<file path="src/rtl/rom_loader_pkg.sv">
// Shared types and helpers for the byte-lane program ROM loader.
// Lane numbering is 1-based: lane 1 holds instr[7:0], lane 6 holds instr[47:40].
package rom_loader_pkg;

    localparam int LANES  = 6;
    localparam int LANE_W = 8;
    localparam int WORD_W = LANES * LANE_W;

    typedef enum logic [2:0] {
        IDLE,
        COLLECT,
        WRITE,
        CHECK,
        DONE
    } state_t;

    function automatic logic [2:0] lane_of(input int unsigned bit_idx);
        return 3'(bit_idx / LANE_W + 1);
    endfunction

    // Fixed-width ASCII state names so log lines stay column aligned.
    function automatic logic [55:0] state_name(input state_t s);
        logic [55:0] name;
        case (s)
            IDLE:    name = "IDLE   ";
            COLLECT: name = "COLLECT";
            WRITE:   name = "WRITE  ";
            CHECK:   name = "CHECK  ";
            DONE:    name = "DONE   ";
            default: name = "UNKNOWN";
        endcase
        return name;
    endfunction

endpackage

</file>
<file path="src/rtl/rom_lane_compare.sv">
// Combinational compare of a readback word against the written word.
// Reports any mismatch and the lowest differing lane; X/Z in the readback counts as a mismatch.
module rom_lane_compare #(
    parameter int LANES = 6
) (
    input  logic [8*LANES-1:0] expected,
    input  logic [8*LANES-1:0] observed,
    output logic               mismatch,
    output logic [2:0]         lane
);
    import rom_loader_pkg::LANE_W;
    import rom_loader_pkg::lane_of;

    // Scan from the top lane down so the last hit is the lowest lane.
    always_comb begin
        mismatch = 1'b0;
        lane     = 3'd0;
        for (int i = LANES - 1; i >= 0; i--) begin
            if (!(observed[i*LANE_W +: LANE_W] === expected[i*LANE_W +: LANE_W])) begin
                mismatch = 1'b1;
                lane     = lane_of(int'(unsigned'(i * LANE_W)));
            end
        end
    end

endmodule

</file>
<file path="src/rtl/rom_lane_loader.sv">
// Streams little-endian bytes into 48-bit instructions, writes each to the program store
// at sequential addresses from 0, and verifies every write by reading it back.
module rom_lane_loader #(
    parameter int ADDR_WIDTH = 16,
    parameter int LANES      = 6
) (
    input  logic                  clk,
    input  logic                  reset,
    input  logic                  start,
    input  logic [ADDR_WIDTH:0]   word_count,
    input  logic [7:0]            s_data,
    input  logic                  s_valid,
    output logic                  s_ready,
    output logic [ADDR_WIDTH-1:0] rom_addr,
    output logic [8*LANES-1:0]    rom_wdata,
    output logic                  rom_we,
    input  logic [8*LANES-1:0]    rom_rdata,
    output logic                  busy,
    output logic                  done,
    output logic                  error,
    output logic [ADDR_WIDTH-1:0] err_addr,
    output logic [2:0]            err_lane
);
    import rom_loader_pkg::*;

    localparam logic [2:0] LAST_BYTE = 3'(LANES - 1);

    state_t              state;
    state_t              state_next;
    logic [2:0]          byte_cnt;
    logic [ADDR_WIDTH:0] words;
    logic                byte_fire;
    logic                last_word;
    logic                mismatch;
    logic [2:0]          mismatch_lane;

    assign byte_fire = (state == COLLECT) && s_valid;
    // One extra bit so a full 2**ADDR_WIDTH load terminates at the top address without wrapping.
    assign last_word = ({1'b0, rom_addr} == (words - (ADDR_WIDTH+1)'(1)));

    rom_lane_compare #(
        .LANES(LANES)
    ) u_compare (
        .expected (rom_wdata),
        .observed (rom_rdata),
        .mismatch (mismatch),
        .lane     (mismatch_lane)
    );

    always_ff @(posedge clk) begin
        if (reset) begin
            state <= IDLE;
        end else begin
            state <= state_next;
        end
    end

    always_comb begin
        state_next = state;
        case (state)
            IDLE: begin
                if (start) begin
                    state_next = (word_count == '0) ? DONE : COLLECT;
                end
            end
            COLLECT: begin
                if (byte_fire && byte_cnt == LAST_BYTE) begin
                    state_next = WRITE;
                end
            end
            WRITE:   state_next = CHECK;
            CHECK:   state_next = (mismatch || last_word) ? DONE : COLLECT;
            DONE:    state_next = IDLE;
            default: state_next = IDLE;
        endcase
    end

    always_comb begin
        s_ready = (state == COLLECT);
        rom_we  = (state == WRITE);
        busy    = (state == COLLECT) || (state == WRITE) || (state == CHECK);
        done    = (state == DONE);
    end

    always_ff @(posedge clk) begin
        if (reset) begin
            byte_cnt  <= 3'd0;
            words     <= '0;
            rom_addr  <= '0;
            rom_wdata <= '0;
            error     <= 1'b0;
            err_addr  <= '0;
            err_lane  <= 3'd0;
        end else begin
            case (state)
                IDLE: begin
                    if (start) begin
                        words    <= word_count;
                        byte_cnt <= 3'd0;
                        rom_addr <= '0;
                        error    <= 1'b0;
                        err_addr <= '0;
                        err_lane <= 3'd0;
                    end
                end
                COLLECT: begin
                    if (byte_fire) begin
                        for (int k = 0; k < LANES; k++) begin
                            if (byte_cnt == 3'(k)) begin
                                rom_wdata[k*LANE_W +: LANE_W] <= s_data;
                            end
                        end
                        byte_cnt <= (byte_cnt == LAST_BYTE) ? 3'd0 : byte_cnt + 3'd1;
                    end
                end
                CHECK: begin
                    if (mismatch) begin
                        error    <= 1'b1;
                        err_addr <= rom_addr;
                        err_lane <= mismatch_lane;
                    end else if (!last_word) begin
                        rom_addr <= rom_addr + ADDR_WIDTH'(1);
                        byte_cnt <= 3'd0;
                    end
                end
                default: begin
                end
            endcase
        end
    end

endmodule

</file>
<file path="config.mk">
export PLATFORM = sky130hd
export DESIGN_NAME = rom_lane_loader
export DESIGN_NICKNAME = d
export VERILOG_FILES = /design/src/rtl/rom_loader_pkg.sv /design/src/rtl/rom_lane_compare.sv /design/src/rtl/rom_lane_loader.sv
export SDC_FILE = /design/constraint.sdc
export NUM_CORES = 1
export LEC_CHECK = 0
export CORE_MARGIN = 2
export CORE_UTILIZATION = 50
export DETAILED_ROUTE_END_ITERATION = 10
export PLACE_DENSITY = 0.92
export REMOVE_ABC_BUFFERS = 1
export SLEW_MARGIN = 15
export SYNTH_ARGS = -nofsm -noshare
export SYNTH_HDL_FRONTEND = slang
export SYNTH_SLANG_ARGS = --single-unit
</file>
<file path="constraint.sdc">
create_clock -name clk -period 6.3 [get_ports clk]
set_input_delay 1.26 -clock clk [delete_from_list [all_inputs] [get_ports clk]]
set_output_delay 1.26 -clock clk [all_outputs]
set_load 0.02 [all_outputs]
</file>
==> flow_summary.yaml <==
run_status:
  status: "finished, final reports clean"
job:
  cap_violations: 0
route:
  drt_iter0_drc: 256
  ant_nets: 0
  wire_per_inst_um: 17.8
  via_count: 5162
  wl_um: 16000
  drcViolationCount: 0
  firstDrtPassIters: 5
  post_drt_via_cell_ratio: 5.75
clock_network:
  htree_num_levels: 3
  clockBufferDepth: 2
  insertion_delay_ns: 0.39
  cts_made_buffers: 9
  holdBufCountCts: 0
  cts_tree: "built"
  clk_pin_slew_ns: 0.11
  cts_setup_buffers: 0
  cts_sinks: 107
  ctsResizeCount: 0
  cts_root_buf: "clkbuf_8"
synthesis:
  synth_area_leaders: "dfxtp_1, mux2i_1, xor2_1, nand2_1, nor2_1"
  synth_ff_type: "dfxtp_1"
  synth.top_cell.area_share_pct: 40.4
  synthCells: 609
  ys_seq_area_share_pct: 40.4
  synth.distinct_cells: 57
  synth_seq_cells: 107
  yosysTopAreaCell: "dfxtp_1"
  synth-edff-count: 0
  synth_area_um2: 5300
  synth_warnings: 0
  async_flop_share_pct: 0
  synth.avg_cell_area_um2: 8.70
  synth.cells.most_frequent: "dfxtp_1, nand2_1, nor2_1, xor2_1"
  yosysMostFrequentCell: "dfxtp_1"
power_and_ir_drop:
  swShare_pct: 28.8
  seqPwrFrac_pct: 53.0
  pwr-share-comb_pct: 14.7
  peakVddDrop_mv: 0.165
  internal-power_mw: 0.942
  clockPowerShare_pct: 32.4
  p_leak_nw: 2.72
  powerDensity_nw_per_um2: 184
  p_sw_mw: 0.382
final_layout:
  syn2layout_area_growth_pct: 35.9
  post_route_cells_drive_above_1_share_pct: 5.00
  finalNonFillerCells: 897
  multiInputGateArea_um2: 3010
  seqCellArea_um2: 2140
  fin_nets: 835
  nFillCells: 759
critical_path:
  slowest_stage: "or4_1"
  critPathKind: "input pin to flip-flop"
  endpoint_kind: "flip-flop"
  cp-startpoint: "rom_rdata[27]"
  required_ns: 6.61
  path_max_fanout: 29
  crit_family: "simple AND/OR/NAND/NOR gates"
  arrival_ns: 4.52
  r2r-start: "words[0]"
  worst-path-buf-inv: 1
  startpoint_type: "input pin"
  reg2reg_to: "rom_addr[7]"
  crit_chain: "clkdlybuf4s50_1 -> xor2_1 -> nor4_1 -> nand4_1 -> or2_2 -> o31ai_4 -> o21ai_2 -> or4_1 -> a21oi_1"
  r2r_cells: 10
  critPathMaxStageDelay_ns: 0.59
  r2r_slack_ns: 2.85
timing:
  fin_ws_ns: 2.09
  slew_headroom_pct: 31.5
  hold_viol: 0
  setup_viol: 0
  fin_setup_tns_ns: 0
  timing.final.max_slew_violations: 0
  tightest_slew_ns: 1.02
  clock_skew_ns: 0.0158
  clock.fmax_mhz: 238
  rsz0062_at_grt: "false"
  period_share_pct: 66.8
  fin_crit_ns: 4.21
hold_path:
  min_to: "error"
  worstHoldPathType: "flip-flop to flip-flop"
  hold_start: "error"
  hold_depth: 1
placement:
  portBuffers: 164
  hpwl_um: 12200
  dp.cells: 880
  place_ws_ns: 1.80
  gp_congestion: 0.843
floorplan:
  row_count: 37
  io_pins: 165
  initial_core_util_pct: 51.3
  coreArea_um2: 10300
  dieArea_um2: 11400
  die_h_um: 107
  die_w_um: 107
global_routing:
  grt_pass1_wl_um: 25400
  grt_pass1_vias: 5352
  antenna_found_initial: 1
  grt_usage_pct: 28.4
  overflow: 0
  grt_max_degree: 71
state kept, by name (all words and copies together), names as in the netlist:
name,cells
byte_cnt,3
state,3
rom_addr,16
err_addr,16
err_lane,3
error,1
words,17
rom_wdata,48
worst max-delay path by stage:
stage / end / slack, ns / cells after the start
final: rom_addr[15] / 2.09 / 9
after global routing: rom_addr[15] / 2.04 / 9
after CTS: rom_addr[15] / 2.18 / 9
after detailed placement: rom_addr[15] / 1.80 / 9
after global placement: rom_addr[15] / 2.00 / 9
after floorplan: rom_addr[15] / 2.83 / 8
cells in the final DEF, fill, tap and decap left out, drive strengths merged, types with 4 or more instances in the layout:
cell type and n:
clkdlybuf4s50 163, dfxtp 107, nand2 80, nor2 67
xor2 48, a21oi 43, mux2i 43, xnor2 23
o21ai 21, a22o 17, nor4 15, nand4 14
nand3 12, inv 11, or3 10, and3 9
clkbuf 9, or4 6, nor3 5, and2 4
or2 4, a21o 4, o211ai 4
power groups by stage:
stage / clock network, mW / logic [mW] / registers (mW)
2_1_floorplan: 0 / 0.0936 / 0.715
3_3_place_gp: 0 / 0.182 / 0.714
3_5_place_dp: 0 / 0.192 / 0.716
4_1_cts: 0.429 / 0.193 / 0.700
5_1_grt: 0.464 / 0.209 / 0.703
6_report: 0.429 / 0.194 / 0.701
area by class of cell:
cell class | instances | share of cell area (%)
Multi-Input combinational cell | 464 | 41.8
Clock buffer | 9 | 1.72
Inverter | 7 | 0.365
Sequential cell | 107 | 29.8
Tap cell | 136 | 2.36
Timing Repair Buffer | 166 | 22.9
Clock inverter | 7 | 1.06
Antenna cell | 1 | 0.0348
stage by stage:
step | total power [mW] | instance area [um^2] | hold WS (ns) | util, %
floorplan | 0.809 | 5160 | 0.444 | -
global placement | 0.896 | 7000 | 0.442 | 67.8
detailed placement | 0.908 | 7000 | 0.441 | 67.8
CTS | 1.32 | 7200 | 0.467 | 69.7
global route | 1.37 | 7200 | 0.485 | 69.7
finish | 1.32 | 7200 | 0.466 | 69.7
routing by layer:
metal	global-route usage (%)	vias to the layer above	routed length, um	share of wire (%)
li1	-	2427	-	-
met1	30.2	2414	5910	37
met5	0	-	0	0
met2	51.0	260	8160	51
met4	15.7	0	692	4.3
met3	7.05	61	1240	7.7
cell families (layout without fill, tap and decap cells):
kind of cell | after synthesis | count (layout) | synth area share (%)
and+or+nand+nor | 242 | 242 | 22.9
DFF | 107 | 107 | 40.4
AOI/OAI and AO/OA | 104 | 104 | 12.9
xor gates and xnor gates | 71 | 71 | 11.7
muxes | 44 | 44 | 8.34
buffers and inverters | 38 | 189 | 3.02
adders and majority gates | 3 | 3 | 0.709
other | 0 | 1 | 0
Power figures use the tool's default switching activity.
